`config.mk`:
```
export PLATFORM = sky130hd
export DESIGN_NAME = apb_rate_delayer
export DESIGN_NICKNAME = d
export VERILOG_FILES = /design/src/rtl/apb_delayer_pkg.sv /design/src/rtl/rate_accum.sv /design/src/rtl/apb_rate_delayer.sv
export SDC_FILE = /design/constraint.sdc
export NUM_CORES = 1
export LEC_CHECK = 0
export BUFFER_PORTS_ARGS = -buffer_cell sky130_fd_sc_hd__buf_2
export CAP_MARGIN = 20
export CORE_ASPECT_RATIO = 1.4
export CORE_MARGIN = 8
export CORE_UTILIZATION = 48
export CTS_BUF_LIST = sky130_fd_sc_hd__clkbuf_4 sky130_fd_sc_hd__clkbuf_8
export CTS_CLUSTER_SIZE = 8
export DETAILED_ROUTE_END_ITERATION = 16
export PLACE_DENSITY_LB_ADDON = 0.25
export SLEW_MARGIN = 10
export SYNTH_ARGS = -nofsm -noshare
export SYNTH_HDL_FRONTEND = slang
export SYNTH_SLANG_ARGS = --single-unit
```
`constraint.sdc`:
```
create_clock -name clock -period 2.4 [get_ports clock]
set_input_delay 0.12 -clock clock [delete_from_list [all_inputs] [get_ports clock]]
set_output_delay 0.12 -clock clock [all_outputs]
set_load 0.1 [all_outputs]
```
`src/rtl/apb_delayer_pkg.sv`:
```
// Shared types and defaults for the APB rate delayer.
// Latency: n/a (declarations only).
// Backpressure: n/a.
package apb_delayer_pkg;

  typedef enum logic [1:0] {
    IDLE  = 2'd0,
    WAIT  = 2'd1,
    DELAY = 2'd2
  } state_e;

  // Fixed-point defaults: ratio 4.7363 at a denominator of 100_000
  localparam int unsigned DEF_SCALE = 100_000;
  localparam int unsigned DEF_RS    = 473_630;
  localparam int unsigned DEF_CNT_W = 64;

endpackage

```
`src/rtl/rate_accum.sv`:
```
// Saturating fixed-point accumulator: adds a ratio per device wait, subtracts SCALE per stall.
// Latency: 1 cycle from add_i/sub_i to updated ge_scale_o.
// Backpressure: none; add_i has priority over sub_i, and sub_i is ignored below SCALE.
module rate_accum #(
  parameter int unsigned CNT_W = 64,
  parameter int unsigned SCALE = 100_000
) (
  input  logic             clock,
  input  logic             reset_n,
  input  logic             add_i,
  input  logic [CNT_W-1:0] add_val_i,
  input  logic             sub_i,
  output logic             ge_scale_o
);

  localparam logic [CNT_W-1:0] SCALE_C = CNT_W'(SCALE);

  logic [CNT_W-1:0] acc_q, acc_d;
  logic [CNT_W:0]   sum;

  assign ge_scale_o = (acc_q >= SCALE_C);

  // Next accumulator value: saturating add, or a single SCALE subtraction
  always_comb begin
    sum   = {1'b0, acc_q} + {1'b0, add_val_i};
    acc_d = acc_q;
    if (add_i) begin
      acc_d = sum[CNT_W] ? {CNT_W{1'b1}} : sum[CNT_W-1:0];
    end else if (sub_i && ge_scale_o) begin
      acc_d = acc_q - SCALE_C;
    end
  end

  // Accumulator register; residue is lost on reset
  always_ff @(posedge clock or negedge reset_n) begin
    if (!reset_n) acc_q <= '0;
    else          acc_q <= acc_d;
  end

endmodule

```
`src/rtl/apb_rate_delayer.sv`:
```
// APB delayer: stretches each device transfer by a fixed-point CPU/device clock ratio.
// Latency: 3 cycles minimum (IDLE, WAIT, DELAY) plus one cycle per accumulated SCALE unit.
// Backpressure: in_pready held low until the device responds and the stall budget drains.
// Optional stats counters enabled by defining APB_RATE_DELAYER_STATS_EN.
module apb_rate_delayer
  import apb_delayer_pkg::*;
#(
  parameter int unsigned ADDR_W = 32,
  parameter int unsigned DATA_W = 32,
  parameter int unsigned SCALE  = DEF_SCALE,
  parameter int unsigned RD_RS  = DEF_RS,
  parameter int unsigned WR_RS  = DEF_RS,
  parameter int unsigned CNT_W  = DEF_CNT_W
) (
  input  logic                clock,
  input  logic                reset_n,
  input  logic [ADDR_W-1:0]   in_paddr,
  input  logic                in_psel,
  input  logic                in_penable,
  input  logic [2:0]          in_pprot,
  input  logic                in_pwrite,
  input  logic [DATA_W-1:0]   in_pwdata,
  input  logic [DATA_W/8-1:0] in_pstrb,
  output logic                in_pready,
  output logic [DATA_W-1:0]   in_prdata,
  output logic                in_pslverr,
  output logic [ADDR_W-1:0]   out_paddr,
  output logic                out_psel,
  output logic                out_penable,
  output logic [2:0]          out_pprot,
  output logic                out_pwrite,
  output logic [DATA_W-1:0]   out_pwdata,
  output logic [DATA_W/8-1:0] out_pstrb,
  input  logic                out_pready,
  input  logic [DATA_W-1:0]   out_prdata,
  input  logic                out_pslverr
`ifdef APB_RATE_DELAYER_STATS_EN
  ,
  output logic [31:0]         stat_xfers,
  output logic [31:0]         stat_stalls
`endif
);

  localparam logic [CNT_W-1:0] RD_C = CNT_W'(RD_RS);
  localparam logic [CNT_W-1:0] WR_C = CNT_W'(WR_RS);

  state_e            state_q, state_d;
  logic              is_wr_q, is_wr_d;
  logic [DATA_W-1:0] prdata_q, prdata_d;
  logic              pslverr_q, pslverr_d;
  logic              acc_add, acc_sub, acc_ge;

  // Setup phase passes straight through; reset_n gating keeps the device deselected in reset
  assign out_paddr   = in_paddr;
  assign out_pprot   = in_pprot;
  assign out_pwrite  = in_pwrite;
  assign out_pwdata  = in_pwdata;
  assign out_pstrb   = in_pstrb;
  assign out_psel    = reset_n & (((state_q == IDLE) & in_psel) | (state_q == WAIT));
  assign out_penable = in_penable & (state_q == WAIT);
  assign in_prdata   = prdata_q;
  assign in_pslverr  = pslverr_q;

  rate_accum #(
    .CNT_W (CNT_W),
    .SCALE (SCALE)
  ) u_accum (
    .clock      (clock),
    .reset_n    (reset_n),
    .add_i      (acc_add),
    .add_val_i  (is_wr_q ? WR_C : RD_C),
    .sub_i      (acc_sub),
    .ge_scale_o (acc_ge)
  );

  // Transfer FSM: accumulate while the device waits, then burn whole SCALE units as stalls
  always_comb begin
    state_d   = state_q;
    is_wr_d   = is_wr_q;
    prdata_d  = prdata_q;
    pslverr_d = pslverr_q;
    acc_add   = 1'b0;
    acc_sub   = 1'b0;
    in_pready = 1'b0;
    case (state_q)
      IDLE: begin
        if (in_psel) begin
          is_wr_d = in_pwrite;
          state_d = WAIT;
        end
      end
      WAIT: begin
        if (out_pready) begin
          prdata_d  = out_prdata;
          pslverr_d = out_pslverr;
          state_d   = DELAY;
        end else begin
          acc_add = 1'b1;
        end
      end
      DELAY: begin
        if (acc_ge) begin
          acc_sub = 1'b1;
        end else begin
          in_pready = 1'b1;
          state_d   = IDLE;
        end
      end
      default: state_d = IDLE;
    endcase
  end

  // FSM and response registers
  always_ff @(posedge clock or negedge reset_n) begin
    if (!reset_n) begin
      state_q   <= IDLE;
      is_wr_q   <= 1'b0;
      prdata_q  <= '0;
      pslverr_q <= 1'b0;
    end else begin
      state_q   <= state_d;
      is_wr_q   <= is_wr_d;
      prdata_q  <= prdata_d;
      pslverr_q <= pslverr_d;
    end
  end

`ifdef APB_RATE_DELAYER_STATS_EN
  logic [31:0] xfers_q, stalls_q;

  // Wrapping counters of completed transfers and stall cycles
  always_ff @(posedge clock or negedge reset_n) begin
    if (!reset_n) begin
      xfers_q  <= '0;
      stalls_q <= '0;
    end else begin
      if (in_pready) xfers_q  <= xfers_q + 32'd1;
      if (acc_sub)   stalls_q <= stalls_q + 32'd1;
    end
  end

  assign stat_xfers  = xfers_q;
  assign stat_stalls = stalls_q;
`endif

endmodule

```
==> impl_metrics.json <==
{
  "outcome": "finished, violations left",
  "violations": "setup timing",
  "io_pins": 218,
  "yosysTopAreaCell": "dfrtp_1",
  "netSwitchingPower_uw": 5910,
  "antenna_found_initial": 0,
  "placed_cells": 1132,
  "swShare_pct": 52.8,
  "antenna_cells": 0,
  "fmax_mhz": 370,
  "synth.cell_area_mm2": 0.00695,
  "cts_tree": "yes",
  "crit_chain": "nor3_1 -> buf_4 -> and3_1 -> and3_1 -> nand2_1 -> or4_4 -> o31ai_4 -> mux2_4",
  "dr_total_vias": 7363,
  "async_flop_share_pct": 100,
  "highest-signal-layer": "met4",
  "root_buffer": "clkbuf_8",
  "intPower_uw": 5280,
  "finalInstanceArea_mm2": 0.00953,
  "grt_overflow": 0,
  "grt_max_degree": 100,
  "avgViaCountPerCell": 6.11,
  "htreeDepth": 3,
  "syn_avg_cell_area_um2": 8.73,
  "area_growth_pct": 37.2,
  "hold-path-cell-count": 3,
  "synthTopCellsByArea": "dfrtp_1 36%, buf_4 7.8%, mux2_2 6.0%",
  "required_ns": 2.69,
  "synth_top_flop_cell": "dfrtp_1",
  "grt_use_total_pct": 26.7,
  "p_leak_uw": 0.00408,
  "cp.arrival_ns": 2.99,
  "drt_iter0_markers": 618,
  "crit_buf_inv": 1,
  "yosysWarnings": 0,
  "crit_cells": 8,
  "startpoint": "u_accum.acc_q[23]",
  "comb_power_share_pct": 65.9,
  "clk_pin_slew_ns": 0.11,
  "tightest_slew_ns": 0.651,
  "hpwl_um": 17900,
  "r2r-start": "u_accum.acc_q[23]",
  "maxCapViolCount": 0,
  "slew_viol_final": 0,
  "post-route-period-util_pct": 113,
  "seq_power_share_pct": 24.2,
  "die_h_um": 158,
  "setup_slack_ns": -0.304,
  "place_congestion": 0.968,
  "cpMostUsedCell": "and3_1",
  "min_from": "out_pready",
  "critPathTopFamily": "simple AND/OR/NAND/NOR gates",
  "nets": 1127,
  "irDropWorstVdd_uv": 1240,
  "rsz0062_at_grt": "yes",
  "wl_um": 25500,
  "synth_seq_cells": 99,
  "portBuffers": 73,
  "clock_latency_ns": 0.40,
  "startpoint_type": "flop",
  "powerDensity_mw_per_mm2": 1170,
  "clock_path_buffers": 2,
  "finClkSkew_ns": 0.0211,
  "syn_inst": 796,
  "grt_pass1_wl_um": 39700,
  "fp.coreArea_mm2": 0.0143,
  "pwr-share-clk_pct": 9.9,
  "fin_cells": 1206,
  "die_area_mm2": 0.0186,
  "hold_ws_ns": 0.0506,
  "hold_viol_final": 0,
  "slowest_delay_ns": 0.47,
  "synth_cell_types": 82,
  "period_needed_ns": 2.70,
  "initial_core_util_pct": 48.5,
  "setup_tns_ns": -9.52,
  "dr_wl_met2_um": 12800,
  "dr_wl_met3_um": 2060,
  "relSlewSlack_pct": 56.2,
  "cts_buffers": 9,
  "first_global_vias": 7691,
  "setup_viol": 60,
  "dr.pass1.iters": 6,
  "reg2reg_depth": 8,
  "critPathKind": "flop to flop",
  "ys_seq_area_share_pct": 35.7,
  "endpoint_kind": "flop",
  "hp-class": "primary input to flop",
  "synth_fp_nets": 909,
  "clock_sinks": 99,
  "ant_nets": 0,
  "synth_top_area_share_pct": 35.7,
  "cpMaxStageDelayCell": "or4_4",
  "drc": 0,
  "crit_path_max_fanout": 4,
  "reg2reg_slack_ns": -0.30,
  "row_count": 52,
  "drive_gt1_share_pct": 40.5,
  "wl_met1_um": 9220,
  "placed_cell_area_mm2": 0.00838,
  "synth_edf_count": 0,
  "wl_per_cell_um": 21.1,
  "die_x_um": 118
}
[sequential cells by signal, indices dropped and copies added (netlist names)]
signal,count
in_prdata,32
in_pslverr,1
state_q,2
u_accum.acc_q,64
[metal layers]
metal,vias up,GRT usage (%)
li1,3299,-
met1,3568,28.2
met2,387,46.9
met3,109,6.85
met4,0,17.1
met5,-,0
[cell usage after synthesis, types with 5 or more instances]
library cell / count
buf_4: 72
nor2_1: 51
and4_1: 7
or3_1: 14
and2_1: 10
inv_1: 12
o211ai_1: 5
o221ai_1: 7
o21a_1: 5
buf_2: 11
xnor2_1: 10
nand4_1: 21
nor3_1: 25
nand3_1: 40
o21ai_0: 48
o31ai_1: 5
nand2b_1: 5
xor2_1: 11
mux2_2: 37
dfrtp_1: 99
a21oi_1: 21
clkbuf_1: 34
a31oi_1: 8
nand2_1: 77
a22oi_1: 5
and3_1: 21
nor4_1: 30
[layout make-up]
type	count	area (um2)
fillers	1173	4790
clock buffers	10	138
repair buffers	329	2580
multi-input cells	563	4000
well taps	189	236
inverters	12	45.0
flip-flops and latches	99	2480
clock inverters	4	51.3
[cell families after synthesis]
logic type,synth area share (%)
adder cells (fa/ha/maj),0.541
XOR/XNOR,2.65
buffers and inverters,11.7
multiplexers,6.97
AO/OA/AOI/OAI,16.1
flip-flops,35.7
AND/OR/NAND/NOR,26.3
[worst min-delay path, stage by stage]
cell,delay [ns]
buf_2,0.12
nand3_1,0.09
nand2_1,0.06
[final timing paths]
kind,end
min reg2reg,in_prdata[31]
min,state_q[1]
min in group asynchronous,u_accum.acc_q[59]
max,u_accum.acc_q[63]
max in group asynchronous,u_accum.acc_q[6]
max reg2reg,u_accum.acc_q[63]
[power groups by stage]
stage	Sequential (uW)	Clock, uW	Combinational, uW
6_report	2710	1110	7370
5_1_grt	2770	1200	7740
4_1_cts	2680	1130	6980
3_5_place_dp	2680	0	6710
3_3_place_gp	2660	0	6620
2_1_floorplan	4760	0	2900
[through the flow]
stage / power [uW] / util (%) / setup slack [ns]
6_report: 11200 / 66.6 / -0.304
2_1_floorplan: 7660 / - / -0.317
3_5_place_dp: 9390 / 58.5 / -0.249
5_1_grt: 11700 / 66.6 / -0.378
4_1_cts: 10800 / 63.9 / -0.300
3_3_place_gp: 9280 / 58.5 / -0.216
[cells in the final DEF, fill, tap and decap left out, types with 7 or more instances in the layout]
| cell | Yosys | routed |
|---|---|---|
| buf_4 | 72 | 196 |
| nand4_1 | 21 | 21 |
| mux2_2 | 37 | 36 |
| buf_2 | 11 | 72 |
| clkbuf_8 | 0 | 10 |
| or3_1 | 14 | 13 |
| dlygate4sd3_1 | 0 | 35 |
| a31oi_1 | 8 | 8 |
| a21oi_1 | 21 | 18 |
| dfrtp_1 | 99 | 97 |
| and3_1 | 21 | 21 |
| xor2_1 | 11 | 11 |
| buf_6 | 3 | 15 |
| nor2_1 | 51 | 51 |
| and2_1 | 10 | 9 |
| inv_1 | 12 | 12 |
| o21ai_1 | 1 | 11 |
| nand2_1 | 77 | 76 |
| o221ai_1 | 7 | 7 |
| buf_12 | 0 | 10 |
| nor4_1 | 30 | 24 |
| and4_1 | 7 | 7 |
| nor3_1 | 25 | 21 |
| nand3_1 | 40 | 35 |
| xnor2_1 | 10 | 10 |
| o21ai_0 | 48 | 35 |
[repair_timing]
item / CTS / global route
pin swaps: 4 / 22
gates cloned: 0 / 3
gates resized for setup: 30 / 62
setup buffers: 8 / 14
hold buffers: 35 / 0
setup endpoints to repair: 63 / 63
endpoints found under the hold margin: 133 / 0
(Power assumes the default switching activity.)
